<file path="config.mk">
export PLATFORM = sky130hd
export DESIGN_NAME = mask_read_scheduler
export DESIGN_NICKNAME = d
export VERILOG_FILES = /design/src/rtl/mask_sched_pkg.sv /design/src/rtl/mask_tag_pipe.sv /design/src/rtl/mask_read_scheduler.sv
export SDC_FILE = /design/constraint.sdc
export NUM_CORES = 1
export LEC_CHECK = 0
export CAP_MARGIN = 40
export CORE_MARGIN = 5
export CORE_UTILIZATION = 35
export CTS_CLUSTER_DIAMETER = 50
export DETAILED_ROUTE_END_ITERATION = 8
export PLACE_DENSITY = 0.68
export SLEW_MARGIN = 30
export SYNTH_ARGS = -nofsm -noshare
export SYNTH_HDL_FRONTEND = slang
export SYNTH_SLANG_ARGS = --single-unit
</file>
<file path="constraint.sdc">
create_clock -name clk_in -period 2.85 [get_ports clk_in]
set_input_delay 0.285 -clock clk_in [delete_from_list [all_inputs] [get_ports clk_in]]
set_output_delay 0.285 -clock clk_in [all_outputs]
set_load 0.01 [all_outputs]
</file>
<file path="src/rtl/mask_sched_pkg.sv">
// Shared types and default geometry for the gesture-mask read scheduler.
//   state_t : scheduler FSM states
//   owner_t : requester that issued a BRAM read
//   tag_t   : per-read tag carried alongside the BRAM latency
package mask_sched_pkg;

  localparam int unsigned DEF_GRID_W = 48;
  localparam int unsigned DEF_GRID_H = 64;
  localparam int unsigned DEF_ADDR_W = 12;

  typedef enum logic [2:0] {
    IDLE,
    ARM,
    SCAN,
    DRAIN,
    DONE
  } state_t;

  typedef enum logic {
    OWN_DISP,
    OWN_BLOB
  } owner_t;

  typedef struct packed {
    logic       valid;
    owner_t     owner;
    logic [5:0] x;
    logic [6:0] y;
  } tag_t;

endpackage

</file>
<file path="src/rtl/mask_tag_pipe.sv">
// Tag shift register tracking reads through the address register and BRAM.
//   clk_in   : system clock
//   flush_in : synchronous flush, clears every stage
//   tag_in   : tag of the read issued this cycle (valid=0 when none)
//   tag_out  : tag whose BRAM data is on the read-data bus this cycle
module mask_tag_pipe
  import mask_sched_pkg::*;
#(
  parameter int unsigned DEPTH = 3
) (
  input  logic clk_in,
  input  logic flush_in,
  input  tag_t tag_in,
  output tag_t tag_out
);

  tag_t [DEPTH-1:0] pipe_q;

  always_ff @(posedge clk_in) begin
    if (flush_in) begin
      pipe_q <= '0;
    end else begin
      pipe_q[0] <= tag_in;
      for (int unsigned i = 1; i < DEPTH; i++) begin
        pipe_q[i] <= pipe_q[i-1];
      end
    end
  end

  assign tag_out = pipe_q[DEPTH-1];

endmodule

</file>
<file path="src/rtl/mask_read_scheduler.sv">
// Arbitrates the single gesture-mask BRAM read port between the HDMI overlay
// (fixed priority, fixed latency) and the raster blob scan (valid/ready).
//   clk_in, rst_in           : clock, synchronous active-high reset
//   hcount_in, vcount_in     : video counters, scan starts at (TRIG_H, TRIG_V)
//   disp_req_in/x/y          : overlay read request
//   disp_valid_out/pixel_out : overlay result, RD_LATENCY+1 cycles after request
//   blob_*                   : blob pixel stream with valid/ready handshake
//   blob_trigger_out         : pulse at scan start
//   frame_end_out            : pulse after the last blob transfer
//   mask_addr_out/data_in    : BRAM read port
// Build option MASK_SCHED_STATS_EN adds stall_cycles_out and scan_cycles_out.
module mask_read_scheduler
  import mask_sched_pkg::*;
#(
  parameter int unsigned GRID_W     = DEF_GRID_W,
  parameter int unsigned GRID_H     = DEF_GRID_H,
  parameter int unsigned ADDR_W     = DEF_ADDR_W,
  parameter int unsigned PIX_W      = 1,
  parameter int unsigned RD_LATENCY = 2,
  parameter int unsigned TRIG_V     = 320,
  parameter int unsigned TRIG_H     = 0
) (
  input  logic              clk_in,
  input  logic              rst_in,
  input  logic [10:0]       hcount_in,
  input  logic [9:0]        vcount_in,
  input  logic              disp_req_in,
  input  logic [5:0]        disp_x_in,
  input  logic [6:0]        disp_y_in,
  output logic              disp_valid_out,
  output logic [PIX_W-1:0]  disp_pixel_out,
  input  logic              blob_ready_in,
  output logic              blob_valid_out,
  output logic [PIX_W-1:0]  blob_pixel_out,
  output logic [5:0]        blob_x_out,
  output logic [6:0]        blob_y_out,
  output logic              blob_trigger_out,
  output logic              frame_end_out,
  output logic [ADDR_W-1:0] mask_addr_out,
  input  logic [PIX_W-1:0]  mask_data_in
`ifdef MASK_SCHED_STATS_EN
  ,
  output logic [15:0]       stall_cycles_out,
  output logic [15:0]       scan_cycles_out
`endif
);

  state_t             state_q, state_d;
  logic [5:0]         x_q, x_d;
  logic [6:0]         y_q, y_d;
  logic               blob_busy_q, blob_busy_d;
  logic               blob_valid_q, blob_valid_d;
  logic [PIX_W-1:0]   blob_pixel_q, blob_pixel_d;
  logic [5:0]         blob_x_q, blob_x_d;
  logic [6:0]         blob_y_q, blob_y_d;
  logic [ADDR_W-1:0]  addr_q, addr_d;
  tag_t               issue_tag, tail_tag;

  logic trig_hit, xfer, blob_ok, blob_issue, tail_disp, tail_blob, last_xfer;

  assign trig_hit   = (hcount_in == 11'(TRIG_H)) && (vcount_in == 10'(TRIG_V));
  assign xfer       = blob_valid_q && blob_ready_in;
  // At most one blob read in flight, so a returning result always finds the
  // output register free and the scan order is preserved without a FIFO.
  assign blob_ok    = (state_q == SCAN) && !blob_busy_q && (!blob_valid_q || blob_ready_in);
  assign blob_issue = blob_ok && !disp_req_in;
  assign tail_disp  = tail_tag.valid && (tail_tag.owner == OWN_DISP);
  assign tail_blob  = tail_tag.valid && (tail_tag.owner == OWN_BLOB);
  assign last_xfer  = xfer && (blob_x_q == 6'(GRID_W-1)) && (blob_y_q == 7'(GRID_H-1));

  always_comb begin
    issue_tag = '0;
    addr_d    = addr_q;
    if (disp_req_in) begin
      issue_tag.valid = 1'b1;
      issue_tag.owner = OWN_DISP;
      issue_tag.x     = disp_x_in;
      issue_tag.y     = disp_y_in;
      addr_d          = ADDR_W'(disp_y_in) * ADDR_W'(GRID_W) + ADDR_W'(disp_x_in);
    end else if (blob_issue) begin
      issue_tag.valid = 1'b1;
      issue_tag.owner = OWN_BLOB;
      issue_tag.x     = x_q;
      issue_tag.y     = y_q;
      addr_d          = ADDR_W'(y_q) * ADDR_W'(GRID_W) + ADDR_W'(x_q);
    end
  end

  always_comb begin
    state_d = state_q;
    x_d     = x_q;
    y_d     = y_q;
    case (state_q)
      IDLE: if (trig_hit) state_d = ARM;
      ARM: begin
        x_d     = '0;
        y_d     = '0;
        state_d = SCAN;
      end
      SCAN: begin
        if (blob_issue) begin
          if (x_q == 6'(GRID_W-1)) begin
            x_d = '0;
            if (y_q == 7'(GRID_H-1)) state_d = DRAIN;
            else                     y_d = y_q + 7'd1;
          end else begin
            x_d = x_q + 6'd1;
          end
        end
      end
      DRAIN:   if (last_xfer) state_d = DONE;
      DONE:    state_d = IDLE;
      default: state_d = IDLE;
    endcase
  end

  always_comb begin
    blob_busy_d  = blob_busy_q;
    blob_valid_d = blob_valid_q;
    blob_pixel_d = blob_pixel_q;
    blob_x_d     = blob_x_q;
    blob_y_d     = blob_y_q;
    if (blob_issue)     blob_busy_d = 1'b1;
    else if (tail_blob) blob_busy_d = 1'b0;
    if (tail_blob) begin
      blob_valid_d = 1'b1;
      blob_pixel_d = mask_data_in;
      blob_x_d     = tail_tag.x;
      blob_y_d     = tail_tag.y;
    end else if (xfer) begin
      blob_valid_d = 1'b0;
    end
  end

  always_ff @(posedge clk_in) begin
    if (rst_in) begin
      state_q      <= IDLE;
      x_q          <= '0;
      y_q          <= '0;
      blob_busy_q  <= 1'b0;
      blob_valid_q <= 1'b0;
      blob_pixel_q <= '0;
      blob_x_q     <= '0;
      blob_y_q     <= '0;
      addr_q       <= '0;
    end else begin
      state_q      <= state_d;
      x_q          <= x_d;
      y_q          <= y_d;
      blob_busy_q  <= blob_busy_d;
      blob_valid_q <= blob_valid_d;
      blob_pixel_q <= blob_pixel_d;
      blob_x_q     <= blob_x_d;
      blob_y_q     <= blob_y_d;
      addr_q       <= addr_d;
    end
  end

  mask_tag_pipe #(
    .DEPTH (RD_LATENCY + 1)
  ) u_tag_pipe (
    .clk_in   (clk_in),
    .flush_in (rst_in),
    .tag_in   (issue_tag),
    .tag_out  (tail_tag)
  );

  assign disp_valid_out   = tail_disp;
  assign disp_pixel_out   = tail_disp ? mask_data_in : '0;
  assign blob_valid_out   = blob_valid_q;
  assign blob_pixel_out   = blob_pixel_q;
  assign blob_x_out       = blob_x_q;
  assign blob_y_out       = blob_y_q;
  assign blob_trigger_out = (state_q == ARM);
  assign frame_end_out    = (state_q == DONE);
  assign mask_addr_out    = addr_q;

`ifdef MASK_SCHED_STATS_EN
  logic [15:0] stall_q, scan_cnt_q, scan_len_q;

  always_ff @(posedge clk_in) begin
    if (rst_in) begin
      stall_q    <= '0;
      scan_cnt_q <= '0;
      scan_len_q <= '0;
    end else begin
      if (state_q == ARM)                            stall_q <= '0;
      else if (blob_ok && disp_req_in && stall_q != '1) stall_q <= stall_q + 16'd1;
      if (state_q == ARM) scan_cnt_q <= 16'd1;
      else if ((state_q == SCAN || state_q == DRAIN) && scan_cnt_q != '1)
        scan_cnt_q <= scan_cnt_q + 16'd1;
      if (state_q == DONE) scan_len_q <= scan_cnt_q;
    end
  end

  assign stall_cycles_out = stall_q;
  assign scan_cycles_out  = scan_len_q;
`endif

endmodule
</file>
# Word-level counts from Yosys, hierarchy flattened
# Index checks and enable logic that the tools add are counted.
dict set report totals {
  reg_bits 89
  inputBits 39
  output_inout_bits 31
  wordCells 88
}
dict set report op_classes {
  addsub 4
  multipliers 2
  n_eq_ne 15
  n_mux 22
  bitwise_logic 1
  reduce_logical 23
}
# op n
set op_table {}
lappend op_table {{$mux W15} 2}
lappend op_table {{$add A12 B6 Y12} 2}
lappend op_table {{$mux W12} 2}
lappend op_table {{$mux W7} 3}
lappend op_table {{$mul A7 B2 Y8 const B} 2}
lappend op_table {{$mux W3} 5}
lappend op_table {{$eq A7 B6 Y1 const B} 2}
lappend op_table {{$pmux W7 S2} 1}
lappend op_table {{$eq A6 B6 Y1 const B} 2}
lappend op_table {{$mux W6} 2}
lappend op_table {{$pmux W3 S4} 1}
lappend op_table {{$pmux W6 S2} 1}
lappend op_table {{$logic_not A11 Y1} 1}
lappend op_table {{$eq A10 B9 Y1 const B} 1}
lappend op_table {{$logic_and A1 B1 Y1} 9}
lappend op_table {{$ne A2 B2 Y1 const B} 4}
lappend op_table {{$reduce_bool A2 Y1} 4}
lappend op_table {{$add A7 B1 Y7 const B} 1}
lappend op_table {{$add A6 B1 Y6 const B} 1}
lappend op_table {{$eq A3 B2 Y1 const B} 2}
lappend op_table {{$mux W1} 5}
lappend op_table {{$reduce_and A5 Y1} 1}
lappend op_table {{$ne A2 B1 Y1 const B} 2}
lappend op_table {{$reduce_and A4 Y1} 1}
lappend op_table {{other kinds (8)} 10}

# Logic depth before layout (Yosys ltp)
# Gate-level depths: netlist of run 1.
dict set report depth {
  depth_word 6
  ltp_mapped 8
  depth_no_buf 8
}

# Hierarchy
# From an unflattened synthesis of run 1, not the netlist that was laid out.
dict set report hier_totals {
  cells_unflattened 489
  hier_area_um2 4247.8
}
# module instances cells_each area_per_inst_um2 seq_area_each_um2
set by_module_without_submodules {}
lappend by_module_without_submodules {mask_read_scheduler 1 380 2932.8 880.8}
lappend by_module_without_submodules {mask_tag_pipe 1 109 1315.0 900.9}

# Worst setup path before layout of run 1
# No wires, ideal clock.
dict set report synth_timing {
  kind {reg2reg}
  from {register y_q[0]}
  to {register addr_q[11] (netlist: mask_addr_out[11])}
  setup_time_ns 0.092
  arrival_time_ns 2.116
  required_ns 2.758
  setup_slack_ns 0.642
  stages_incl_launch_ff 9
  path_buffers 0
  period_less_slack_ns 2.208
  cell_sequence {dfxtp_1 > ha_1 > fa_1 > a211oi_1 > o21bai_1 > a21oi_1 > xor2_1 > and3_1 > o32ai_1}
}
dict set report synth_between {
  elab_chain_cells 4
}
# item line
set synth_rtl {}
lappend synth_rtl {{from (decl)} mask_read_scheduler.sv:50} ;# logic [6:0] y_q, y_d;
lappend synth_rtl {{from (signal assigned)} mask_read_scheduler.sv:149} ;# y_q <= y_d;
lappend synth_rtl {{$mul A7 B2 Y8} mask_read_scheduler.sv:85} ;# addr_d = ADDR_W'(y_q) * ADDR_W'(GRID_W) + ADDR_W'(x_q);
lappend synth_rtl {{$add A12 B6 Y12} mask_read_scheduler.sv:85}
lappend synth_rtl {{$mux W12} mask_read_scheduler.sv:80} ;# end else if (blob_issue) begin
lappend synth_rtl {{$mux W12} mask_read_scheduler.sv:74} ;# if (disp_req_in) begin
lappend synth_rtl {{to (signal assigned)} mask_read_scheduler.sv:155} ;# addr_q <= addr_d;
lappend synth_rtl {{to (decl)} mask_read_scheduler.sv:56} ;# logic [ADDR_W-1:0] addr_q, addr_d;
# No other way between the ends. The select of a mux whose other input is x is not followed.
# A chain may end at the register's enable or synchronous reset.

# Worst setup path after layout of run 1
dict set report layout_timing {
  from {register y_q[0]}
  to {register addr_q[10] (netlist: mask_addr_out[10])}
}
# The elaborated chain is that of the path after synthesis.

==> metrics.yaml, run 1 <==
global_route:
  grt_overflow: 0
  grt_pass1_vias: 3055
  grt_pass1_wl_um: 14800
  grt_max_degree: 28
  grt_use_total_pct: 13.7
  antenna_found_initial: 0
clocking:
  clock-sinks: 89
  cts_tree: "done"
  post_cts_resize_count: 0
  clk_latency_ns: 0.33
  ctsHoldBuffers: 0
  cts_setup_buffers: 0
  clock_path_buffers: 2
  htree_levels: 3
  cts_buffers: 9
  cts-root-buf: "clkbuf_16"
  clkTransAtPathRegs_ns: 0.06
logic_synthesis:
  synth_xor_area_share_pct: 4.88
  async_flop_share_pct: 0
  synth-seq-area-share_pct: 45.1
  synth_edf_count: 0
  ys_warn_count: 0
  synth_fa_ha_area_share_pct: 7.42
  synth_top_family_by_area: "simple AND/OR/NAND/NOR gates"
  yosysUniqueCellTypes: 49
  synthMuxAreaShare_pct: 0
  synth-simple-area-share_pct: 25.0
  syn-cell-area_sq_um: 3950
  syn_inst: 429
  synth_seq_cells: 89
  ys.flop_type: "dfxtp_1"
  synth_compound_area_share_pct: 15.8
  syn_nets: 489
  syn_area_per_cell_sq_um: 9.20
layout:
  drive_above_1_share_pct: 7.17
  layout_common_cells: "89 x dfxtp_1, 68 x clkdlybuf4s50_1, 49 x nand2_1"
  syn_to_final_growth_pct: 29.7
  antenna_cells: 0
  final_common_cell: "dfxtp_1"
  final_nets: 557
worst_setup_path:
  endpoint: "mask_addr_out[10]"
  crit_type: "register to register"
  reg2reg_from: "y_q[0]"
  r2r_cells: 8
  worst_ep_arrival_time_ns: 2.76
  crit_fanout: 6
  worstPathRequired_ns: 3.11
  startpoint: "y_q[0]"
  path_cells: "ha_1, fa_1, a211oi_1, o2111ai_1, nor4b_1, xor2_1, nor2_1, o22ai_1"
  max_stage_delay_ns: 0.43
  regToRegEndpoint: "mask_addr_out[10]"
  cp-end-kind: "register"
  startpoint_type: "register"
  r2r_slack_ns: 0.34
  critPathSlowestCell: "a211oi_1"
sta:
  setup_viol: 0
  slew_viol_final: 0
  setup_tns_ns: 0
  fin_crit_ns: 2.51
  fin_skew_ns: 0.00386
  worstMarginPinSlew_ns: 0.635
  post-route-period-util_pct: 87.9
  hold_viol: 0
  clock.fmax_ghz: 0.399
  grt_setup_unrepaired: "false"
  slew-limit-headroom_pct: 57.3
floorplan:
  core_sq_um: 10900
  io_pins: 70
  start_util_pct: 36.1
  fp-row-count: 38
  die_w_um: 116
  die_area_sq_um: 13500
  chipHeight_um: 116
power_and_ir_drop:
  p_seq_share_pct: 45.1
  leakage_uw: 0.00193
  comb_power_share_pct: 9.5
  pwr_density_cell_nw_per_um2: 558
  pwr-share-clk_pct: 45.4
  p_switching_uw: 633
  power.share.switching_pct: 22.2
  p_int_uw: 2220
  p_total_uw: 2860
  ir_drop_uv: 324
drt:
  detail_route.wl_per_cell_um: 14.0
  drt_first_iter_violations: 164
  drt_pre_antenna_iters: 4
  dr_wl_met2_um: 4270
  top_layer_used: "met4"
  drc: 0
  avgViaCountPerCell: 4.92
  totalWireLength_um: 9010
  wl_met1_um: 4080
  wl_met3_um: 509
  antenna_left: 0
  vias: 3158
job:
  drv_cap: 0
placed_design:
  hpwl_um: 6820
  numPortBuffers: 69
  gp_congestion: 0.830
outcome:
  status: "completed"
min_path:
  hold_class: "primary input to register"
[worst max-delay path, delay by kind of cell (launching register included)]
| kind | cells | cell delay [ns] |
|---|---|---|
| AOI/OAI and AO/OA | 3 | 0.76 |
| DFF | 1 | 0.38 |
| xor gates and xnor gates | 1 | 0.19 |
| and+or+nand+nor | 2 | 0.39 |
| adders and majority gates | 2 | 0.70 |
[power groups by stage]
stage	logic [uW]	registers (uW)	clock network (uW)
CTS	273	1290	1320
global placement	268	1320	0
detailed placement	271	1320	0
floorplan	137	1320	0
global route	297	1290	1380
finish	271	1290	1300
[cells by family (layout without fill, tap and decap cells)]
group / Yosys count / after routing
compound gates: 94 / 94
xor+xnor: 22 / 22
fa+ha+maj: 21 / 21
buf+inv: 18 / 91
flops: 89 / 89
simple gates: 185 / 185
[cells in the mapped netlist (2+ instances only)]
master | number | share of area, %
nor2_1 | 41 | 3.9
nor3b_1 | 5 | 0.95
o21ba_2 | 3 | 0.76
o21bai_1 | 5 | 0.95
o2111ai_1 | 2 | 0.44
nand2_1 | 49 | 4.7
dfxtp_1 | 89 | 45
xnor2_1 | 10 | 2.2
nor4_1 | 4 | 0.63
o21a_1 | 3 | 0.57
a22o_1 | 12 | 2.7
or3_1 | 3 | 0.48
xor2_1 | 12 | 2.7
and3_1 | 2 | 0.32
nor2b_1 | 33 | 5.2
clkbuf_1 | 16 | 1.5
or3b_2 | 2 | 0.44
a21o_1 | 4 | 0.76
nand2b_1 | 3 | 0.48
and2_1 | 3 | 0.48
ha_1 | 17 | 5.4
a21oi_1 | 37 | 4.7
nand3b_1 | 3 | 0.57
nor4b_1 | 5 | 1.1
fa_1 | 4 | 2.0
a211oi_1 | 6 | 1.1
o21ai_0 | 12 | 1.5
or4b_1 | 2 | 0.51
nand3_1 | 9 | 1.1
nand4b_1 | 2 | 0.44
o2111a_1 | 3 | 0.86
nand4_1 | 4 | 0.63
nor3_1 | 7 | 0.89
buf_2 | 2 | 0.25
[per-stage QoR]
step	worst slack, ns	instance area (sq um)	util, %	std cells	hold WS [ns]
after floorplan	0.642	3950	-	429	0.414
after global placement	0.229	4780	43.7	626	0.419
after detailed placement	0.197	4780	43.7	626	0.421
after CTS	0.361	5120	46.8	642	0.343
after global routing	0.113	5120	46.8	642	0.366
final	0.344	5120	46.8	642	0.347
[cell type report]
class	count	area [sq um]
clock buffer	10	239
clock inverter	6	96.3
fill	1062	5820
multi-input combinational	322	2100
sequential	89	1780
tap	140	175
timing repair buffer	75	731
[how the worst min path moves through the flow]
stage	start	to	slack, ns	cells after the start
floorplan	u_tag_pipe.pipe_q[0]	u_tag_pipe.pipe_q[15]	0.41	1
global placement	u_tag_pipe.pipe_q[8]	u_tag_pipe.pipe_q[23]	0.42	1
detailed placement	u_tag_pipe.pipe_q[28]	u_tag_pipe.tag_out[13]	0.42	1
CTS	rst_in	x_q[1]	0.34	2
global route	rst_in	mask_addr_out[4]	0.37	2
finish	rst_in	mask_addr_out[3]	0.35	2
[per-layer routing]
layer / global-route usage [%] / up-vias
met1: 16.7 / 1448
met4: 4.25 / 0
met2: 23.2 / 60
met5: 0 / -
li1: - / 1641
met3: 4.35 / 9
[sequential cells by signal, summed over array words and instances, names as in the netlist]
register and flops:
blob_busy_q 1, blob_pixel_out 1, blob_valid_out 1, blob_x_out 6, blob_y_out 7, mask_addr_out 12
state_q 3, u_tag_pipe.pipe_q 30, u_tag_pipe.tag_out 15, x_q 6, y_q 7
(Power assumes the default switching activity.)
==> inputs of run 2 (changes only) <==
Settings changed: CORE_MARGIN 5 to 2.
==> run 2 against run 1 <==
Net effect: die area fell by 10%; clock skew rose by 0.0045 ns; non-clock buffer count did not move; highest routed layer unchanged.
==> metrics.yaml, run 2 (synthesized netlist as in run 1, its figures left out) <==
clocking:
  cts_buffers: 9
  cts_tree: "done"
  clock_path_buffers: 2
  cts-root-buf: "clkbuf_16"
  htree_levels: 3
  clock-sinks: 89
  clkTransAtPathRegs_ns: 0.07
  cts_setup_buffers: 0
  clk_latency_ns: 0.34
power_and_ir_drop:
  leakage_uw: 0.00191
  ir_drop_uv: 237
  pwr_density_cell_nw_per_um2: 532
sta:
  slew-limit-headroom_pct: 51.2
  setup_viol: 0
  hold_viol: 0
  fin_crit_ns: 2.53
  fin_skew_ns: 0.00839
  clock.fmax_ghz: 0.395
  slew_viol_final: 0
  setup_slack_ns: 0.315
  setup_tns_ns: 0
  post-route-period-util_pct: 88.9
  worstMarginPinSlew_ns: 0.726
  grt_setup_unrepaired: "false"
layout:
  drive_above_1_share_pct: 7.37
  final_nets: 557
  layout_common_cells: "89 x dfxtp_1, 68 x clkdlybuf4s50_1, 49 x nand2_1"
  regMostFlops: "u_tag_pipe.pipe_q"
  largest_register_ffs: 30
  fill_cells: 1064
  final_common_cell: "dfxtp_1"
  fin_cells: 642
  syn_to_final_growth_pct: 28.9
  antenna_cells: 0
  post-route-cell-area_sq_um: 5090
drt:
  totalWireLength_um: 8870
  vias: 3170
  avgViaCountPerCell: 4.94
  drc: 0
  drt_pre_antenna_iters: 4
  detail_route.wl_per_cell_um: 13.8
  drt_first_iter_violations: 176
  antenna_left: 0
global_route:
  grt_max_degree: 43
  antenna_found_initial: 0
  grt_pass1_vias: 2970
  grt_overflow: 0
  grt_use_total_pct: 15.2
  grt_pass1_wl_um: 14200
worst_setup_path:
  startpoint_type: "register"
  crit_type: "register to register"
  cpMostUsedCell: "xor2_1"
  cp-end-kind: "register"
  worst_ep_arrival_time_ns: 2.80
  crit_fanout: 6
  path_delay_family: "adder cells"
  r2r_slack_ns: 0.32
  max_stage_delay_ns: 0.46
  critPathSlowestCell: "nor4b_1"
  worstPathRequired_ns: 3.12
  path_buf_inv: 0
  path_cells: "ha_1, fa_1, xor2_1, o2111ai_1, nor4b_1, xor2_1, nor2_1, o22ai_1"
floorplan:
  start_util_pct: 36.1
  core_sq_um: 10900
  fp-row-count: 38
  die_w_um: 110
  chipHeight_um: 110
  die_area_sq_um: 12100
  io_pins: 70
placed_design:
  hpwl_um: 6580
  gp_congestion: 0.874
  place_ws_ns: 0.192
  place_inst: 626
  numPortBuffers: 69
  placed_area_sq_um: 4780
job:
  drv_cap: 0
min_path:
  hold_class: "register to register"
outcome:
  status: "completed"
## run 2: cell types whose count changed in the layout (fill, tap and decap cells not counted), sizes merged
cell / before / now
bufinv: 2 / 0
clkbuf: 10 / 9
clkinv: 0 / 2
clkinvlp: 1 / 2
## run 2: per-stage QoR
step | hold slack, ns | total power, uW | util (%)
6_report | 0.432 | 2710 | 46.5
5_1_grt | 0.444 | 2810 | 46.5
4_1_cts | 0.436 | 2740 | 46.5
3_5_place_dp | 0.423 | 1590 | 43.7
3_3_place_gp | 0.420 | 1590 | 43.7
2_1_floorplan | 0.414 | 1460 | -
## run 2: cell type report
type	count	area (sq um)	share of cell area, %
clock inverters	7	73.8	1.45
well taps	140	175	3.44
clock buffers	9	225	4.43
repair buffers	75	731	14.4
multi-input cells	322	2100	41.3
flip-flops and latches	89	1780	35.0
## run 2: path summary, 6_finish.rpt
kind	from	endpoint	cells after the start
setup reg to reg	y_q[0]	mask_addr_out[10]	8
hold / removal	u_tag_pipe.pipe_q[12]	u_tag_pipe.pipe_q[27]	1
setup / recovery	y_q[0]	mask_addr_out[10]	8
hold reg to reg	u_tag_pipe.pipe_q[12]	u_tag_pipe.pipe_q[27]	1
## run 2: per-layer routing
| layer | track usage, % | share of wire, % |
|---|---|---|
| met5 | 0 | 0 |
| met4 | 6.43 | 2.4 |
| met3 | 4.29 | 5.3 |
| met2 | 24.8 | 46 |
| met1 | 18.9 | 47 |
## run 2: worst register-to-register path, stage by stage (launching register included)
cell and delay (ns):
dfxtp_1 0.38, ha_1 0.29, fa_1 0.43, xor2_1 0.32, o2111ai_1 0.17, nor4b_1 0.46, xor2_1 0.20, nor2_1 0.06
o22ai_1 0.15
## run 2: what timing repair did
item                                    4_1_cts  5_1_grt
hold buffers                                  0        0
endpoints found under the setup margin        0        1
resized for setup                             0        1
## run 2: where the power goes
| group | internal [uW] | switching, uW | leakage, uW |
|---|---|---|---|
| logic | 145 | 127 | 0.00104 |
| registers | 1280 | 11.7 | 0.000723 |
| clock network | 618 | 532 | 0.000140 |
| total | 2040 | 671 | 0.00191 |
==> inputs of run 3 (changes only) <==
Settings changed: PLACE_DENSITY 0.68 to 0.55, REMOVE_ABC_BUFFERS set to 1.
Clock period 2.85 ns to 2.89 ns, I/O delays scaled along.
==> run 3 against run 2 <==
Net effect: critical path depth unchanged; non-clock buffer count is 2 higher; sequential share of layout area decreased by 0.060 points; core utilization grew 0.080 points; power decreased by 0.77%; die area stayed put; routed wire length increased by 6.3%; count of clock-buffer cells in the layout unchanged; critical path type unchanged; largest power group unchanged; highest routed layer unchanged.
==> metrics.yaml, run 3 (synthesized netlist as in run 1, its figures left out) <==
sta:
  worstMarginPinSlew_ns: 0.697
  setup_tns_ns: 0
  fin_crit_ns: 2.57
  clock.fmax_ghz: 0.389
  grt_setup_unrepaired: "false"
  slew-limit-headroom_pct: 53.6
  post-route-period-util_pct: 88.9
  fin_skew_ns: 0.00736
  slew_viol_final: 0
  fin_hold_ws_ns: 0.428
  hold_viol: 0
  setup_viol: 0
global_route:
  grt_pass1_vias: 3116
  grt_max_degree: 40
  grt_pass1_wl_um: 15300
  antenna_found_initial: 0
  grt_overflow: 0
  grt_use_total_pct: 16.6
worst_setup_path:
  endpoint: "mask_addr_out[11]"
  r2r_cells: 8
  reg2reg_from: "y_q[0]"
  worstPathRequired_ns: 3.14
  startpoint_type: "register"
  worst_ep_arrival_time_ns: 2.82
  crit_fanout: 6
  cp-end-kind: "register"
  startpoint: "y_q[0]"
  regToRegEndpoint: "mask_addr_out[11]"
  crit_type: "register to register"
  r2r_slack_ns: 0.32
drt:
  antenna_left: 0
  detail_route.wl_per_cell_um: 14.6
  wl_met3_um: 321
  drt_first_iter_violations: 173
  totalWireLength_um: 9430
  drt_pre_antenna_iters: 4
  dr_wl_met2_um: 4520
  top_layer_used: "met4"
  vias: 3205
  drc: 0
  wl_met1_um: 4380
  avgViaCountPerCell: 4.98
floorplan:
  io_pins: 70
  start_util_pct: 36.1
  die_area_sq_um: 12100
  die_w_um: 110
  core_sq_um: 10900
  fp-row-count: 38
  chipHeight_um: 110
job:
  drv_cap: 0
clocking:
  clkTransAtPathRegs_ns: 0.07
  cts_buffers: 9
  htree_levels: 3
  post_cts_resize_count: 0
  clock-sinks: 89
  clk_latency_ns: 0.35
  cts_tree: "done"
  clock_path_buffers: 2
  cts-root-buf: "clkbuf_16"
  cts_setup_buffers: 0
  ctsHoldBuffers: 0
layout:
  antenna_cells: 0
  drive_above_1_share_pct: 7.54
  postLayoutCoreUtil_pct: 46.6
  largest_register_ffs: 30
  ff_latch_area_sq_um: 1780
  layout_common_cells: "89 x dfxtp_1, 68 x clkdlybuf4s50_1, 49 x nand2_1"
  final_nets: 559
  syn_to_final_growth_pct: 29.1
  final_common_cell: "dfxtp_1"
  fill_cells: 1073
  regMostFlops: "u_tag_pipe.pipe_q"
  multi_input_area_sq_um: 2100
min_path:
  hold_class: "register to register"
  holdCritStartpoint: "u_tag_pipe.pipe_q[29]"
placed_design:
  gp_congestion: 0.780
  hpwl_um: 7020
  numPortBuffers: 69
outcome:
  status: "completed"
power_and_ir_drop:
  ir_drop_uv: 286
  pwr_density_cell_nw_per_um2: 527
  p_total_uw: 2690
  leakage_uw: 0.00192
run 3: cell count changes in the layout (fill, tap and decap cells not counted), sizes merged:
cell	before	now
clkinvlp	2	1
clkinv	2	3
buf	7	9
run 3: cell type report:
| class | count | share of cell area [%] |
|---|---|---|
| Sequential cell | 89 | 35.0 |
| Timing Repair Buffer | 77 | 14.6 |
| Clock inverter | 7 | 1.42 |
| Tap cell | 140 | 3.44 |
| Multi-Input combinational cell | 322 | 41.1 |
| Clock buffer | 9 | 4.42 |
run 3: worst min path at each step:
stage                             endpoint  slack [ns]  cells past startpoint
detailed placement  u_tag_pipe.tag_out[14]        0.42                      1
CTS                 u_tag_pipe.tag_out[14]        0.43                      1
global placement     u_tag_pipe.pipe_q[20]        0.42                      1
global route        u_tag_pipe.tag_out[14]        0.44                      1
floorplan                   blob_pixel_out        0.36                      1
finish              u_tag_pipe.tag_out[14]        0.43                      1
run 3: through the flow:
step / cells / cell area, sq um / worst slack (ns)
finish: 644 / 5100 / 0.322
global route: 644 / 5100 / 0.135
CTS: 644 / 5100 / 0.316
detailed placement: 628 / 4800 / 0.167
global placement: 628 / 4800 / 0.212
floorplan: 411 / 3880 / 0.682
run 3: per-layer routing:
layer  GRT usage [%]  vias up
met4            6.25        0
met3            3.41       17
met5               0        -
met1            20.4     1472
li1                -     1653
met2            28.4       63
run 3: critical path, cell delays in order (launching register included):
cell and delay [ns]:
dfxtp_1 0.37, ha_1 0.28, fa_1 0.42, xor2_1 0.32
nand3_1 0.17, nor3_1 0.27, nand3_1 0.17, and3_1 0.21
o32ai_1 0.26
run 3: power breakdown:
group	switching, uW	internal, uW	total [uW]
clock	544	608	1150
combinational	125	143	268
sequential	10.5	1260	1270
